## src/rtl/byte_packer.sv

```systemverilog
// byte_packer
//   Gathers a stream of 8-bit bytes into 32-bit words. Bytes are collected in
//   an assembly register. A finished word (4 bytes), or a flushed partial word
//   with byte enables, is moved into a separate output register. Because the
//   two registers are separate, filling continues while a word waits.
//
// Ports
//   clk        system clock, rising edge
//   resetn     asynchronous active-low reset
//   in_data    byte from source
//   in_valid   in_data valid
//   in_ready   byte accepted when in_valid & in_ready
//   flush      level request: emit current partial word
//   out_data   assembled word
//   out_be     byte enables, bit i = lane [8i+:8]
//   out_valid  out_data/out_be valid, held until out_ready
//   out_ready  consumer takes word when out_valid & out_ready
//   fill_cnt   bytes currently held in assembly register (0..3)
module byte_packer #(
    parameter bit BIG_ENDIAN = 1'b0
) (
    input  logic        clk,
    input  logic        resetn,
    input  logic [7:0]  in_data,
    input  logic        in_valid,
    output logic        in_ready,
    input  logic        flush,
    output logic [31:0] out_data,
    output logic [3:0]  out_be,
    output logic        out_valid,
    input  logic        out_ready,
    output logic [1:0]  fill_cnt
);

    logic [31:0] asm_q,       asm_d;
    logic [1:0]  fill_q,      fill_d;
    logic [31:0] out_data_q,  out_data_d;
    logic [3:0]  out_be_q,    out_be_d;
    logic        out_valid_q, out_valid_d;

    logic        slot_free;
    logic        accept;
    logic        complete;
    logic        flush_fire;
    logic [1:0]  lane;
    logic [2:0]  n_filled;
    logic [31:0] merged;
    logic [3:0]  merged_be;

    assign slot_free = !out_valid_q || out_ready;
    assign in_ready  = (fill_q != 2'd3) || slot_free;
    assign accept    = in_valid && in_ready;
    assign lane      = BIG_ENDIAN ? (2'd3 - fill_q) : fill_q;

    // A 4th byte is only accepted when the output slot is free, so
    // completion never needs its own slot_free term.
    assign complete   = accept && (fill_q == 2'd3);
    assign flush_fire = flush && slot_free && ((fill_q != 2'd0) || accept);

    always_comb begin
        merged = asm_q;
        if (accept) begin
            merged = asm_q | ({24'b0, in_data} << {lane, 3'b000});
        end
    end

    // Enables derive from the number of filled lanes, counting a
    // same-cycle byte; lanes fill from the low or high end by endianness.
    always_comb begin
        n_filled  = {1'b0, fill_q} + {2'b00, accept};
        merged_be = '0;
        for (int unsigned i = 0; i < 4; i++) begin
            if (BIG_ENDIAN) begin
                merged_be[i] = (3'(3 - i) < n_filled);
            end else begin
                merged_be[i] = (3'(i) < n_filled);
            end
        end
    end

    always_comb begin
        asm_d       = asm_q;
        fill_d      = fill_q;
        out_data_d  = out_data_q;
        out_be_d    = out_be_q;
        out_valid_d = out_valid_q;

        if (out_valid_q && out_ready) begin
            out_valid_d = 1'b0;
        end

        if (complete || flush_fire) begin
            out_data_d  = merged;
            out_be_d    = merged_be;
            out_valid_d = 1'b1;
            asm_d       = '0;
            fill_d      = 2'd0;
        end else if (accept) begin
            asm_d  = merged;
            fill_d = fill_q + 2'd1;
        end
    end

    always_ff @(posedge clk or negedge resetn) begin
        if (!resetn) begin
            asm_q       <= '0;
            fill_q      <= 2'd0;
            out_data_q  <= '0;
            out_be_q    <= '0;
            out_valid_q <= 1'b0;
        end else begin
            asm_q       <= asm_d;
            fill_q      <= fill_d;
            out_data_q  <= out_data_d;
            out_be_q    <= out_be_d;
            out_valid_q <= out_valid_d;
        end
    end

    assign out_data  = out_data_q;
    assign out_be    = out_be_q;
    assign out_valid = out_valid_q;
    assign fill_cnt  = fill_q;

endmodule

```

## config.mk

```make
export PLATFORM = sky130hd
export DESIGN_NAME = byte_packer
export DESIGN_NICKNAME = d
export VERILOG_FILES = /design/src/rtl/byte_packer.sv
export SDC_FILE = /design/constraint.sdc
export NUM_CORES = 1
export LEC_CHECK = 0
export ABC_AREA = 1
export CORE_MARGIN = 2
export CORE_UTILIZATION = 57
export CTS_CLUSTER_DIAMETER = 120
export DETAILED_ROUTE_END_ITERATION = 12
export PLACE_DENSITY_LB_ADDON = 0.3
export SYNTH_ARGS = -nofsm -noshare
export SYNTH_HDL_FRONTEND = slang
export SYNTH_SLANG_ARGS = --single-unit
```

## constraint.sdc

```tcl
create_clock -name clk -period 2.8 [get_ports clk]
set_input_delay 0.56 -clock clk [delete_from_list [all_inputs] [get_ports clk]]
set_output_delay 0.56 -clock clk [all_outputs]
set_load 0.005 [all_outputs]
```

## Word level (Yosys, flattened, before mapping)

Index checks and enable logic that the tools add are counted.

| operators by class | value |
|---|---|
| add/subtract/negate cells | 2 |
| $lt $le $gt $ge | 4 |
| equality and inequality tests | 2 |
| shifts and indexed selects | 1 |
| mux-type cells | 7 |
| bitwise logic cells | 1 |
| reductions and logical operators | 13 |

Operators with widths:

| cell | number |
|---|---|
| two-way mux 32 bit | 3 |
| OR 32 bit | 1 |
| left shift 8 x 5 -> 32 bit | 1 |
| < comparator 1 x 3 -> 1 bit, first input constant | 2 |
| < comparator 2 x 3 -> 1 bit, first input constant | 2 |
| nonzero test 2 bit | 3 |
| logical AND 1 bit | 5 |
| logical OR 1 bit | 4 |
| two-way mux 2 bit | 2 |
| adder 2 x 1 -> 3 bit | 1 |
| adder 2 x 1 -> 2 bit, second input constant | 1 |
| == test 2 bit, second input constant | 1 |
| two-way mux 1 bit | 2 |
| != test 2 bit, second input constant | 1 |
| zero test 1 bit | 1 |

| word-level totals | value |
|---|---|
| flip-flop bits (word level) | 71 |
| output and inout port bits | 40 |
| word-level logic and storage cells | 35 |

## Depth between registers and ports, before layout

| depth | value |
|---|---|
| depth after elaboration | 8 |
| mapped depth | 12 |
| gate-level depth less buffers | 10 |

## Least setup slack after synthesis

Ideal clock, no wire load.

| path | value |
|---|---|
| kind | flip-flop to flip-flop |
| start point | reg fill_q[0] (netlist: fill_cnt[0]) |
| end point | reg out_be_q[2] (netlist: out_be[2]) |
| arrival time | 1,684 ps |
| setup slack | 989 ps |
| stages on the path, launching flop included | 12 |
| period minus slack after synthesis | 1,811 ps |
| path through | dfrtp_1 ha_1 nand3_2 nand2_2 buf_2 inv_1 ha_1 inv_1 ha_1 inv_1 o21ai_0 o21ai_0 |

| on the way | value |
|---|---|
| longest elaborated chain between the ends | 6 |
| elaborated cells on any way between the ends | 11 |
| those cells by class | 1 x add/sub; 1 x order compare; 2 x eq/ne; 7 x reduce/logical |

RTL lines:

| what | line | text |
|---|---|---|
| start, declared | 36 | `logic [1:0] fill_q, fill_d;` |
| start signal, assigned | 113 | `fill_q <= fill_d;` |
| != test 2 bit * | 51 | `assign in_ready = (fill_q != 2'd3) \|\| slot_free;` |
| logical OR 1 bit * | 51 |  |
| net in_ready | 26 | `output logic in_ready,` |
| logical AND 1 bit * | 52 | `assign accept = in_valid && in_ready;` |
| parallel branches: the longest is 3 deep, another holds adder 2 x 1 -> 3 bit | n/a |  |
| end signal, assigned | 115 | `out_be_q <= out_be_d;` |
| end, declared | 38 | `logic [3:0] out_be_q, out_be_d;` |

Mark *: on every way through the listed nets, which the timed path passes.
A chain may end at the register's enable or synchronous reset.

## Worst setup path after layout

| path | value |
|---|---|
| start point | reg fill_q[1] (netlist: fill_cnt[1]) |
| end point | out in_ready |

| on the way | value |
|---|---|
| longest elaborated chain between the ends | 2 |

RTL lines:

| what | line |
|---|---|
| != test 2 bit | 51 |
| logical OR 1 bit | 51 |
| end, declared | 26 |

Every way passes these cells.

==> metrics.md <==
| Metric | Value |
|---|---|
| Status | completed |
| Post-synthesis compound-gate area fraction | 0.0855 |
| Leakage power | around 2.1 nW |
| Remaining antenna violation count | 0 |
| Post-CTS setup buffer count | 0 |
| Max-capacitance violation count | 0 |
| Type of the worst min-delay path | in -> async |
| RR Startpoint | fill_cnt[1]$_DFFE_PN0P_ |
| Slowest CP cell | dfrtp_1 |
| CP max FO | 15 |
| Max transition margin | 0.758 |
| Main synth FF type | dfrtp_1 |
| Worst hold slack | roughly 0.23 ns |
| Cts hold-fix bufs | 0 |
| CTS tree | yes |
| Crit path max-delay family | buffers and inverters |
| Row cnt | 27 |
| Crit-path max cell delay | 0.52 ns |
| Die width | 78.5 um |
| Die area | 6150 um2 |
| Reg-to-reg endpoint | out_data[18]$_DFFE_PN0P_ |
| Maximum root-to-sink buffer count | 2 |
| # diodes | 0 |
| CTS Root Cell | clkbuf_8 |
| Drt via density | roughly 5.1 |
| Synth warn | 0 |
| Max IR drop VDD | ~0.65 mV |
| Avg Cell Area, Syn | roughly 8.9 um2 |
| Post-Synth Adder-Cell Area | 0.0198 |
| Seq pwr share | 0.403 |
| Synth Area in Simple Gates | 0.233 |
| Final Hold Fails | 0 |
| Synth top cells by count | nand2_1, dfrtp_1, inv_1 |
| Sequential area share after synthesis | 0.562 |
| Yosys top cell by area | dfrtp_1 |
| Core area | between 5000 and 6000 um2 |
| Post-CTS sizing | 0 |
| Reg-to-reg slack, setup | about 0.6 ns |
| RD Place Congestion | ~0.78 |
| Routed length per instance | 13.7 um |
| FF/Latch Area | approximately 1800 um2 |
| Fraction of registers with async set or reset after synthesis | 1.00 |
| Nature of the critical path startpoint | flip-flop |
| First-pass GRT wire length | 11600 um |
| Tot Pwr | approximately 4 mW |
| P_int | 2.63 mW |
| Dpl hpwl | just over 4000 um |
| CTS clk-pin slew, worst paths | ~0.07 ns |
| Most common cell in the netlist | nand2_1 |
| Share of layout cells above drive strength 1 | 0.0732 |
| Post-synthesis cell area | around 3200 um2 |
| Period Utilization, post-route | 0.887 |
| Fill count | around 420 |
| CP Cell Sequence | buf_4 > ha_1 > nand3_2 > clkdlybuf4s50_1 |
| H-tree Lvls | 3 |
| Post-route setup TNS | 0 ns |
| WP data required | roughly 2.2 ns |
| Synth area leaders | dfrtp_1, nand2_1, o21bai_1 |
| Syn Inst Count | approximately 360 |
| Layout area overhead | 22.5% |
| Multi-input logic area | between 1000 and 1500 um2 |
| Synthesis-stage register bit count | 71 |
| Fin nets | approximately 420 |
| Unrepaired setup endpoints after global routing | false |
| Initial antenna violation count | 0 |
| Worst Tran Pin Value | roughly 0.36 ns |
| Share of the synthesized area in the top cell type | 0.562 |
| Post-synth EDFFs | 0 |
| Setup crit end kind | primary output |
| Post-synthesis xor/xnor area fraction | 0 |
| Sw power | 1.39 mW |
| Fmax | between 0.4 and 0.5 GHz |
| Via count | between 2000 and 2500 |
| I/O Buffers | 52 |
| DRT Wirelength | 6620 um |
| Syn_nets | 373 |
| Reg2reg path depth | 9 |
| Largest net degree at the start of global routing | slightly above 70 |
| Pins over their slew limit | 0 |
| Total gr overflow | 0 |
| TritonCTS buffer count | 9 |
| Crit path DAT | ~1.9 ns |
| Netlist cell types | 17 |
| Initial core utilization | 0.581 |
| Setup violators final | 0 |
| Critical Setup Path Class | reg -> out |
| Die Height | around 78 um |
| Sw Share | 0.345 |
| Pwr dens | ~1000 nW/um2 |
| Largest family of logic cells by synthesized area | simple AND/OR/NAND/NOR gates |
| Clock power share | 0.204 |
| Combinational Power Share | 0.394 |
| Total GRT Usage | 0.246 |
| Starting DRT DRC Count | approximately 200 |
| CTS sink count | 71 |
| Drt drc | 0 |
| CP bufs+invs | 2 |
| Post-route clock skew | about 0.0075 ns |
| Post-synthesis mux area share | 0 |
| # IOs | 53 |
| Vias in the first global route | about 2400 |
| Final min period | roughly 2.5 ns |
| Drt pass-1 iters | 4 |
| Clock latency on the worst-skew pair | 0.35 ns |
-- final cells by class --
class | instances | share of cell area
repair buffers | 58 | 0.148
flip-flops and latches | 71 | 0.459
multi-input cells | 222 | 0.276
clock inverters | 6 | 0.0155
inverters | 43 | 0.0424
clock buffers | 10 | 0.0356
well taps | 72 | 0.0233
-- cells in the final DEF (no fill, tap or decap), types with 2 or more instances in the layout --
cell,instances
nand2_2,2
nand3_1,34
clkdlybuf4s50_1,51
clkinvlp_4,2
nand2_1,139
clkbuf_8,10
o21bai_1,32
dfrtp_1,71
buf_4,5
o21ai_0,6
ha_1,5
clkinv_2,3
inv_1,40
inv_2,2
-- cell families (layout without fill, tap and decap cells) --
family	Yosys count	count (layout)
simple gates	179	179
fa+ha+maj	5	5
compound gates	38	38
flops	71	71
buf+inv	62	117
-- state kept, by name, indices dropped and copies added (netlist names) --
name and flops:
out_be 4, asm_q 32, fill_cnt 2, out_data 32
out_valid 1
-- power groups by stage --
stage | Combinational, mW | Sequential [mW] | Clock, mW
2_1_floorplan | 0.951 | 1.62 | 0
3_3_place_gp | 1.54 | 1.62 | 0
3_5_place_dp | 1.58 | 1.63 | 0
4_1_cts | 1.60 | 1.62 | 0.830
5_1_grt | 1.80 | 1.66 | 0.875
6_report | 1.58 | 1.62 | 0.818
-- metal layers --
metal / wire (um) / up-vias / track usage
li1: - / 1200 / -
met1: 3040 / 1177 / 0.346
met2: 3100 / 73 / 0.373
met3: 355 / 11 / 0.0494
met4: 133 / 0 / 0.112
met5: 0 / - / 0
-- worst reg2reg max path, stage by stage, from the launching register on --
cell and delay (ns):
dfrtp_1 0.52, buf_4 0.27, ha_1 0.22, nand3_2 0.11
nand2_2 0.10, nand2_2 0.10, nand2_4 0.25, buf_4 0.38
nand2_1 0.11, nand2_1 0.08
-- worst max path at each step --
stage | startpoint | end | depth (start not counted)
finish | fill_cnt[1]$_DFFE_PN0P_ | in_ready | 4
global route | fill_cnt[1]$_DFFE_PN0P_ | in_ready | 4
CTS | fill_cnt[1]$_DFFE_PN0P_ | in_ready | 4
detailed placement | out_ready | out_data[17]$_DFFE_PN0P_ | 9
global placement | out_ready | in_ready | 4
floorplan | fill_cnt[0]$_DFFE_PN0P_ | out_be[2]$_DFFE_PN0P_ | 11
-- per-stage QoR --
step / instance area, um2 / worst slack [ns] / instances / utilization
6_report: 3870 / 0.317 / 482 / 0.712
5_1_grt: 3870 / 0.282 / 482 / 0.712
4_1_cts: 3870 / 0.336 / 482 / 0.712
3_5_place_dp: 3670 / 0.525 / 466 / 0.675
3_3_place_gp: 3670 / 0.617 / 466 / 0.675
2_1_floorplan: 3160 / 0.989 / 355 / -
No activity file was read; power rests on OpenSTA's default activity.
